File: src/rtl/trace_pkg.sv
// -----------------------------------------------------------------------------
// trace_pkg
// Shared types and constants for the writeback trace buffer.
//   trace_rec_t    : one captured register-file write {pc, wnum, wen, wdata}
//   trace_state_e  : capture FSM states (RUN, ENDING, DONE)
//   END_PC_DEFAULT : PC whose retirement terminates capture
//   mask_bytes()   : zeroes the data bytes whose write enable is low
// -----------------------------------------------------------------------------
package trace_pkg;

  typedef struct packed {
    logic [31:0] pc;
    logic [4:0]  wnum;
    logic [3:0]  wen;
    logic [31:0] wdata;
  } trace_rec_t;

  typedef enum logic [1:0] {
    RUN    = 2'd0,
    ENDING = 2'd1,
    DONE   = 2'd2
  } trace_state_e;

  localparam logic [31:0] END_PC_DEFAULT = 32'h8000_0010;

  function automatic logic [31:0] mask_bytes(input logic [31:0] data,
                                             input logic [3:0]  wen);
    return data & {{8{wen[3]}}, {8{wen[2]}}, {8{wen[1]}}, {8{wen[0]}}};
  endfunction

endpackage

File: src/rtl/wb_trace_buf_if.sv
// -----------------------------------------------------------------------------
// wb_trace_buf_if
// Bundles the CPU writeback debug port and the record drain stream.
//   debug_wb_pc/rf_wen/rf_wnum/rf_wdata : writeback observed from the core
//   out_valid/out_ready                 : drain handshake
//   out_pc/out_wnum/out_wen/out_wdata   : head record
// Modports: master = core + trace consumer side, slave = the trace buffer.
// -----------------------------------------------------------------------------
interface wb_trace_buf_if;
  logic [31:0] debug_wb_pc;
  logic [3:0]  debug_wb_rf_wen;
  logic [4:0]  debug_wb_rf_wnum;
  logic [31:0] debug_wb_rf_wdata;
  logic        out_valid;
  logic        out_ready;
  logic [31:0] out_pc;
  logic [4:0]  out_wnum;
  logic [3:0]  out_wen;
  logic [31:0] out_wdata;

  modport master (
    output debug_wb_pc, debug_wb_rf_wen, debug_wb_rf_wnum, debug_wb_rf_wdata,
    output out_ready,
    input  out_valid, out_pc, out_wnum, out_wen, out_wdata
  );

  modport slave (
    input  debug_wb_pc, debug_wb_rf_wen, debug_wb_rf_wnum, debug_wb_rf_wdata,
    input  out_ready,
    output out_valid, out_pc, out_wnum, out_wen, out_wdata
  );
endinterface

File: src/rtl/trace_fifo.sv
// -----------------------------------------------------------------------------
// trace_fifo
// Synchronous FIFO of trace_rec_t with a registered head stage.
//   clk_i, rst_ni : clock, asynchronous active-low reset
//   push_i, push_data_i : write one record (caller guarantees !full_o || pop_i)
//   pop_i         : consume head (caller guarantees valid_o)
//   head_o, valid_o : head record, zero while not valid
//   full_o, empty_o, count_o : occupancy, count_o in 0..DEPTH
// Storage is an array read into a head register, so a record written at one
// edge becomes visible on head_o after the following edge.
// -----------------------------------------------------------------------------
module trace_fifo
  import trace_pkg::*;
#(
  parameter int DEPTH = 16,
  localparam int AW = $clog2(DEPTH),
  localparam int CW = AW + 1
) (
  input  logic          clk_i,
  input  logic          rst_ni,
  input  logic          push_i,
  input  trace_rec_t    push_data_i,
  input  logic          pop_i,
  output trace_rec_t    head_o,
  output logic          valid_o,
  output logic          full_o,
  output logic          empty_o,
  output logic [CW-1:0] count_o
);

  trace_rec_t    mem [DEPTH];
  trace_rec_t    head_q;
  logic [AW-1:0] wr_ptr_q, rd_ptr_q;
  logic [CW-1:0] count_q, count_d;
  logic          valid_q, valid_d;
  logic [CW-1:0] mem_cnt;
  logic          fetch;

  // count_q includes the record held in the head register.
  assign mem_cnt = count_q - CW'(valid_q);
  // Refill the head whenever it is empty or being consumed this cycle.
  assign fetch   = (mem_cnt != '0) && (!valid_q || pop_i);
  assign count_d = count_q + CW'(push_i) - CW'(pop_i);
  assign valid_d = fetch ? 1'b1 : (pop_i ? 1'b0 : valid_q);

  always_ff @(posedge clk_i) begin
    if (push_i) mem[wr_ptr_q] <= push_data_i;
  end

  always_ff @(posedge clk_i) begin
    if (fetch) head_q <= mem[rd_ptr_q];
  end

  always_ff @(posedge clk_i or negedge rst_ni) begin
    if (!rst_ni) begin
      wr_ptr_q <= '0;
      rd_ptr_q <= '0;
      count_q  <= '0;
      valid_q  <= 1'b0;
    end else begin
      if (push_i) wr_ptr_q <= wr_ptr_q + 1'b1;
      if (fetch)  rd_ptr_q <= rd_ptr_q + 1'b1;
      count_q <= count_d;
      valid_q <= valid_d;
    end
  end

  assign head_o  = valid_q ? head_q : '0;
  assign valid_o = valid_q;
  assign full_o  = (count_q == CW'(DEPTH));
  assign empty_o = (count_q == '0);
  assign count_o = count_q;

endmodule

File: src/rtl/wb_trace_buf.sv
// -----------------------------------------------------------------------------
// wb_trace_buf
// Captures register-file writes from the CPU writeback debug port into a
// FIFO and drains them over a valid/ready stream. Capture stops once END_PC
// is seen; trace_end rises after the remaining records have drained. A full
// FIFO never stalls the core: records are dropped and counted instead.
//   clk_50M, resetn : clock, asynchronous active-low reset
//   wb (slave)      : debug_wb_* inputs, out_* record stream
//   trace_end       : capture finished and FIFO drained
//   overflow        : sticky, at least one record dropped
//   drop_cnt        : dropped records, saturating at 16'hFFFF
//   count           : FIFO occupancy, 0..DEPTH
// Build option: TRACE_FILTER_X0_EN ignores writes to x0 (neither captured
// nor counted as drops).
// -----------------------------------------------------------------------------
module wb_trace_buf
  import trace_pkg::*;
#(
  parameter int          DEPTH  = 16,
  parameter logic [31:0] END_PC = END_PC_DEFAULT
) (
  input  logic                   clk_50M,
  input  logic                   resetn,
  wb_trace_buf_if.slave          wb,
  output logic                   trace_end,
  output logic                   overflow,
  output logic [15:0]            drop_cnt,
  output logic [$clog2(DEPTH):0] count
);

  trace_state_e state_q, state_d;
  logic         overflow_q;
  logic [15:0]  drop_cnt_q;
  logic         x0_filtered;
  logic         wb_event, push, pop, drop;
  logic         fifo_full, fifo_empty, head_valid;
  trace_rec_t   rec, head;

`ifdef TRACE_FILTER_X0_EN
  assign x0_filtered = (wb.debug_wb_rf_wnum == 5'd0);
`else
  assign x0_filtered = 1'b0;
`endif

  assign wb_event = (state_q == RUN) && (|wb.debug_wb_rf_wen) && !x0_filtered;
  assign pop      = head_valid && wb.out_ready;
  // A pop in the same cycle frees the slot, so a full FIFO still accepts.
  assign push     = wb_event && (!fifo_full || pop);
  assign drop     = wb_event && fifo_full && !pop;

  assign rec.pc    = wb.debug_wb_pc;
  assign rec.wnum  = wb.debug_wb_rf_wnum;
  assign rec.wen   = wb.debug_wb_rf_wen;
  assign rec.wdata = mask_bytes(wb.debug_wb_rf_wdata, wb.debug_wb_rf_wen);

  trace_fifo #(.DEPTH(DEPTH)) u_fifo (
    .clk_i       (clk_50M),
    .rst_ni      (resetn),
    .push_i      (push),
    .push_data_i (rec),
    .pop_i       (pop),
    .head_o      (head),
    .valid_o     (head_valid),
    .full_o      (fifo_full),
    .empty_o     (fifo_empty),
    .count_o     (count)
  );

  always_comb begin
    state_d = state_q;
    case (state_q)
      RUN:     if (wb.debug_wb_pc == END_PC) state_d = ENDING;
      ENDING:  if (fifo_empty) state_d = DONE;
      DONE:    state_d = DONE;
      default: state_d = RUN;
    endcase
  end

  always_ff @(posedge clk_50M or negedge resetn) begin
    if (!resetn) begin
      state_q    <= RUN;
      overflow_q <= 1'b0;
      drop_cnt_q <= '0;
    end else begin
      state_q <= state_d;
      if (drop) begin
        overflow_q <= 1'b1;
        if (drop_cnt_q != 16'hFFFF) drop_cnt_q <= drop_cnt_q + 16'd1;
      end
    end
  end

  assign wb.out_valid = head_valid;
  assign wb.out_pc    = head.pc;
  assign wb.out_wnum  = head.wnum;
  assign wb.out_wen   = head.wen;
  assign wb.out_wdata = head.wdata;
  assign trace_end    = (state_q == DONE);
  assign overflow     = overflow_q;
  assign drop_cnt     = drop_cnt_q;

endmodule

File: src/flat_wrapper.sv
// flat-port wrapper written by rule: the top's interface ports become plain ports
module wb_trace_buf_flat import trace_pkg::*;
#(
  parameter int          DEPTH  = 16,
  parameter logic [31:0] END_PC = END_PC_DEFAULT
)
  (clk_50M, resetn, trace_end, overflow, drop_cnt, count, wb_debug_wb_pc, wb_debug_wb_rf_wen, wb_debug_wb_rf_wnum, wb_debug_wb_rf_wdata, wb_out_ready, wb_out_valid, wb_out_pc, wb_out_wnum, wb_out_wen, wb_out_wdata);
  wb_trace_buf_if wb_i ();
  input  logic clk_50M;
  input  logic resetn;
  output logic trace_end;
  output logic overflow;
  output logic [15:0] drop_cnt;
  output logic [$clog2(DEPTH):0] count;
  input wire logic [$bits(wb_i.debug_wb_pc)-1:0] wb_debug_wb_pc;
  input wire logic [$bits(wb_i.debug_wb_rf_wen)-1:0] wb_debug_wb_rf_wen;
  input wire logic [$bits(wb_i.debug_wb_rf_wnum)-1:0] wb_debug_wb_rf_wnum;
  input wire logic [$bits(wb_i.debug_wb_rf_wdata)-1:0] wb_debug_wb_rf_wdata;
  input wire logic [$bits(wb_i.out_ready)-1:0] wb_out_ready;
  output wire logic [$bits(wb_i.out_valid)-1:0] wb_out_valid;
  output wire logic [$bits(wb_i.out_pc)-1:0] wb_out_pc;
  output wire logic [$bits(wb_i.out_wnum)-1:0] wb_out_wnum;
  output wire logic [$bits(wb_i.out_wen)-1:0] wb_out_wen;
  output wire logic [$bits(wb_i.out_wdata)-1:0] wb_out_wdata;
  assign wb_i.debug_wb_pc = wb_debug_wb_pc;
  assign wb_i.debug_wb_rf_wen = wb_debug_wb_rf_wen;
  assign wb_i.debug_wb_rf_wnum = wb_debug_wb_rf_wnum;
  assign wb_i.debug_wb_rf_wdata = wb_debug_wb_rf_wdata;
  assign wb_i.out_ready = wb_out_ready;
  assign wb_out_valid = wb_i.out_valid;
  assign wb_out_pc = wb_i.out_pc;
  assign wb_out_wnum = wb_i.out_wnum;
  assign wb_out_wen = wb_i.out_wen;
  assign wb_out_wdata = wb_i.out_wdata;
  wb_trace_buf #(.DEPTH(DEPTH), .END_PC(END_PC)) u_core (.clk_50M(clk_50M), .resetn(resetn), .wb(wb_i), .trace_end(trace_end), .overflow(overflow), .drop_cnt(drop_cnt), .count(count));
endmodule
File: config.mk
export PLATFORM = sky130hd
export DESIGN_NAME = wb_trace_buf_flat
export DESIGN_NICKNAME = d
export VERILOG_FILES = /design/src/rtl/trace_pkg.sv /design/src/rtl/wb_trace_buf_if.sv /design/src/rtl/trace_fifo.sv /design/src/rtl/wb_trace_buf.sv /design/src/flat_wrapper.sv
export SDC_FILE = /design/constraint.sdc
export NUM_CORES = 1
export LEC_CHECK = 0
export ABC_AREA = 1
export CORE_MARGIN = 4
export CORE_UTILIZATION = 35
export CTS_CLUSTER_DIAMETER = 100
export CTS_CLUSTER_SIZE = 12
export DETAILED_ROUTE_END_ITERATION = 10
export PLACE_DENSITY = 0.62
export SLEW_MARGIN = 5
export SYNTH_ARGS = -nofsm -noshare
export SYNTH_HDL_FRONTEND = slang
export SYNTH_SLANG_ARGS = --single-unit
File: constraint.sdc
create_clock -name clk_50M -period 6.1 [get_ports clk_50M]
set_input_delay 1.525 -clock clk_50M [delete_from_list [all_inputs] [get_ports clk_50M]]
set_output_delay 1.525 -clock clk_50M [all_outputs]
set_load 0.03 [all_outputs]
# Word-level counts from Yosys, hierarchy flattened
# Memories as Yosys holds them, arrays and structs flattened. A register that Yosys moved wholly into a read port is not among the register bits.
# Index checks and enable logic that the tools add are counted.
[word_totals]
regBits = 33
mem_bits_rw = 1168
in_bits = 76
out_inout_bits = 97
word_cells = 48
n_memories = 1
[mem_list]
columns = ["name", "words", "width", "read_ports", "rd_clocked_by_memory_dff", "write_ports", "line_no", "text"]
rows = [
  ["u_core.u_fifo.mem", 16, 73, 1, 1, 1, "trace_fifo.sv:31", "trace_rec_t mem [DEPTH];"],
]
[op_classes]
addsub = 6
n_eq_ne = 7
mux = 8
n_bitwise = 1
reduce_logical = 18
[op_table]
columns = ["operator", "n"]
rows = [
  ["$mux 73", 1],
  ["$and 32x32->32", 1],
  ["$eq 32x32->1 const B", 1],
  ["$add 16x1->16 const B", 1],
  ["$ne 16x16->1 const B", 1],
  ["$sub 5x1->5", 2],
  ["$add 4x1->4 const B", 2],
  ["$logic_and 1x1->1", 6],
  ["$pmux 2 s3", 1],
  ["$add 5x1->5", 1],
  ["$eq 5x5->1 const B", 1],
  ["$logic_not 5->1", 1],
  ["$reduce_bool 5->1", 1],
  ["$mux 1", 4],
  ["$mux 2", 2],
  ["$reduce_and 2->1", 2],
  ["$reduce_or 4->1", 1],
  ["$logic_not 1->1", 3],
  ["$eq 2x1->1 const B", 1],
  ["$eq 2x2->1 const B", 1],
  ["$logic_not 2->1", 1],
  ["$logic_or 1x1->1", 2],
  ["$ne 2x1->1 const B", 1],
  ["$ne 2x2->1 const B", 1],
  ["$reduce_bool 2->1", 1],
]

# Longest topological paths before layout
[logic_depth]
depth_word = 6
mapped_depth = 14
ltp_nobuf = 14

# Cells and area by module
# A second synthesis with hierarchy kept.
[hier_totals]
cells_unflattened = 4809
area_unflattened_um2 = 53319.9
[by_module_without_submodules]
columns = ["module", "instances", "cells_each", "area_each_um2", "seq_area_each_um2"]
rows = [
  ["trace_fifo", 1, 4536, 51673.3, 37616.1],
  ["wb_trace_buf", 1, 273, 1646.6, 475.5],
]

# Worst setup path before layout
# No wires, ideal clock.
[synth_timing]
path_kind = "in2reg"
startpoint = "in wb_debug_wb_rf_wen[1]"
endpoint = "mem u_core.u_fifo.mem[11][0] in the netlist's numbering, enable pin"
setup_ns = 0.505
arrival_ns = 5.391
required_ns = 5.595
path_slack_ns = 0.204
stages = 7
path_buffers = 1
cell_sequence = "buf_2 -> inv_1 -> nand3_1 -> nand2_1 -> a21oi_2 -> nand2_1 -> nor2_1"
[synth_via]
elab_chain_cells = 5
[synth_lines]
columns = ["item", "line_no", "text"]
rows = [
  ["start: declaration", "flat_wrapper.sv:16", "input wire logic [$bits(wb_i.debug_wb_rf_wen)-1:0] wb_debug_wb_rf_wen;"],
  ["$reduce_or 4->1", "wb_trace_buf.sv:45", "assign wb_event = (state_q == RUN) && (|wb.debug_wb_rf_wen) && !x0_filtered;"],
  ["$logic_and 1x1->1", "wb_trace_buf.sv:45", ""],
  ["$logic_and 1x1->1", "wb_trace_buf.sv:48", "assign push = wb_event && (!fifo_full || pop);"],
  ["$mux 1", "trace_fifo.sv:47", "if (push_i) mem[wr_ptr_q] <= push_data_i;"],
  ["$mux 1 (implied by the code)", "trace_fifo.sv:47", ""],
  ["end: declaration", "trace_fifo.sv:31", ""],
]
# No other way between the ends.

# Final worst setup path
[layout_timing]
startpoint = "in wb_debug_wb_rf_wen[3]"
endpoint = "mem u_core.u_fifo.mem[1][43] in the netlist's numbering, enable pin"
# Same word-level chain as after synthesis.

==> impl_metrics.csv <==
group,metric,value,unit
floorplan,start_util,0.3529,
timing,setup_viol,0,
final_layout,nets,4599,
clock_tree,worstSkewPairLatency,0.72,ns
worst_setup_path,cp_max_fo,51,
global_route,busiest_layer,"met2",
worst_setup_path,endpoint_kind,"flop",
final_layout,utilization,0.4004,
worst_setup_path,path_buf_inv,4,
clock_tree,cts_resized,0,
clock_tree,cts_num_sinks,1274,
synthesis,ys_warn_count,0,
timing,fmax,215.5,MHz
job,drv_cap,0,
worst_setup_path,critPathMaxStageDelay,0.83,ns
placed_design,place_hpwl,72.36,mm
pwr,p_leak,0.02131,uW
worst_setup_path,critPathLaunchType,"primary input",
worst_hold_path,hp-class,"flop to flop",
clock_tree,cts_tree,"yes",
floorplan,num_rows,141,
global_route,grt_pass1_vias,32390,
timing,post-route-period-util,0.7607,
global_route,use_met2,0.2836,
clock_tree,cts_hold_buf,0,
synthesis,avgSynthCellArea,11.87,sq um
floorplan,die_h,394.3,um
synthesis,syn-num-nets,4496,
placed_design,routabilityCongestion,0.7758,
floorplan,core-area,0.1480,sq mm
pwr,ir_drop,0.0003834,V
timing,rsz0062_at_grt,"false",
worst_setup_path,critPathSlowestCell,"nor2_4",
global_route,antenna_found_initial,6,
clock_tree,clock_path_buffers,3,
pwr,powerDensity,492.3,mW/mm^2
timing,maxSlewHeadroom,0.2322,
floorplan,dieArea,0.1555,sq mm
synthesis,synth_ff_type,"edfxtp_1",
drt,vias_per_cell,5.033,
worst_setup_path,cp_cell_sequence,"clkdlybuf4s50_1 -> nor2_1 -> buf_4 -> nand3_1 -> buf_4 -> nand2_1 -> a21oi_2 -> nand2_1 -> nor2_4 -> buf_12",
final_layout,final_common_cell,"edfxtp_1",
drt,drc,0,
timing,hold_viol_final,0,
final_layout,final_cell_mix,"edfxtp_1 (1241), nor2_1 (832), nand2_1 (687)",
synthesis,syn_inst,4401,
synthesis,synth_edf_count,1241,
clock_tree,cts_buffers,116,
synthesis,yosysUniqueCellTypes,30,
timing,clock_skew,0.03272,ns
outcome,status,"finished, final reports clean",
global_route,grt_max_degree,200,
drt,ant_nets,0,
final_layout,syn2layout_area_growth,13.44,%
timing,slew_viol_final,0,
drt,wl,134.5,mm
drt,routedWlPerCell,20.75,um
floorplan,die_x,394.3,um
floorplan,pin_count,173,
timing,tightest_slew,1.152,ns
clock_tree,cts-root-buf,"clkbuf_16",
clock_tree,htreeDepth,3,
drt,dr_total_vias,32620,
worst_setup_path,required,6.45,ns
clock_tree,path_clk_slew,0.07,ns
timing,tns,0,ns
placed_design,portBuffers,172,
final_layout,drive_gt1_frac,0.05626,
worst_setup_path,worstSetupPathType,"primary input to flop",
global_route,grt_pass1_wl,202.8,mm
global_route,grt_overflow,0,
synthesis,netlist_area,0.05224,sq mm
synthesis,synth-seq-area-share,0.7291,
synthesis,ys_ff_latch,1274,
clock_tree,postCtsSetupRepairBufs,0,
synthesis,async_flop_share,0.02590,
drt,drt_first_pass_iters,5,
worst_setup_path,rrSetupSlack,1.96,ns
worst_setup_path,path_delay_family,"simple AND/OR/NAND/NOR gates",
timing,period_minus_slack,4.640,ns
global_route,use_met1,0.2255,
worst_setup_path,cp.arrival,4.99,ns
global_route,grt_usage,0.1690,
drt,first_iter_violations,3246,
global_route,grt_util_met3,0.02616,
-- synth_stat cells, drive strengths merged, types with 13 or more instances --
| cell type | n | share of area |
|---|---|---|
| nor2 | 848 | 0.061 |
| nand3 | 229 | 0.022 |
| xor2 | 13 | 0.0022 |
| and2 | 43 | 0.0051 |
| nand2 | 688 | 0.049 |
| buf | 155 | 0.017 |
| inv | 313 | 0.022 |
| o211ai | 146 | 0.024 |
| clkbuf | 102 | 0.0073 |
| o21ai | 521 | 0.050 |
| dfrtp | 33 | 0.016 |
| edfxtp | 1241 | 0.71 |
| ha | 18 | 0.0043 |
| o22ai | 31 | 0.0037 |
-- sequential cells by signal (all words and copies together), names as in the netlist --
signal and count:
u_core.u_fifo.mem 1168, u_core.u_fifo.head_q 73, u_core.u_fifo.count_o 5, u_core.u_fifo.rd_ptr_q 4
u_core.u_fifo.wr_ptr_q 4, u_core.state_q 2, u_core.u_fifo.valid_o 1, u_core.overflow 1
u_core.drop_cnt 16
-- worst reg2reg max path: stages, from the launching register on --
cell and delay [ns]:
dfrtp_4 1.18, nand2_1 0.25, a21oi_2 0.58, nand2_1 0.41, nor2_4 0.83, buf_12 0.45
-- routing by layer --
metal | wire length (um) | part of all wire
met5 | 21 | 0.00016
met4 | 3612 | 0.027
met3 | 8434 | 0.063
met2 | 64790 | 0.48
met1 | 57670 | 0.43
-- cells by family after synthesis --
group / share of synthesized area
DFF: 0.7291
and+or+nand+nor: 0.1381
xor gates and xnor gates: 0.003688
buffers and inverters: 0.04644
AOI/OAI and AO/OA: 0.07789
adders and majority gates: 0.004694
-- where the power goes --
group	internal [uW]	leakage [uW]	switching [uW]	total [uW]
sequential	11600	0.0118	706	12400
combinational	2990	0.00792	7240	10200
clock	3550	0.00156	3050	6590
total	18200	0.0213	11000	29200
-- final timing paths --
kind                                  startpoint                        end  depth (start not counted)
setup / recovery           wb_debug_wb_rf_wen[3]   u_core.u_fifo.mem[1][43]                         10
max in group asynchronous                 resetn  u_core.u_fifo.rd_ptr_q[0]                          2
hold reg to reg                  u_core.overflow            u_core.overflow                          1
setup reg to reg           u_core.u_fifo.valid_o   u_core.u_fifo.mem[1][43]                          5
hold / removal                   u_core.overflow            u_core.overflow                          1
min in group asynchronous                 resetn         u_core.drop_cnt[3]                          2
-- metrics by stage --
stage / std cells / power, uW / instance area (sq um) / hold WS, ns / worst slack (ns)
after CTS: 6480 / 29480 / 59260 / 0.4834 / 1.448
final: 6482 / 29170 / 59260 / 0.4822 / 1.460
after detailed placement: 6316 / 22870 / 56040 / 0.4619 / 0.6945
after global routing: 6480 / 30950 / 59260 / 0.5058 / 1.332
after floorplan: 4401 / 19190 / 52240 / 0.5001 / 0.2042
after global placement: 6316 / 22730 / 56040 / 0.4584 / 0.7705
-- cell type report --
cell class	count	area, sq um
well taps	1930	2415
clock inverters	5	60.06
multi-input cells	2557	11840
fillers	13720	88760
inverters	313	1200
diodes	2	5.005
clock buffers	159	3159
flip-flops and latches	1274	38110
repair buffers	242	2467
Power figures use the tool's default switching activity.
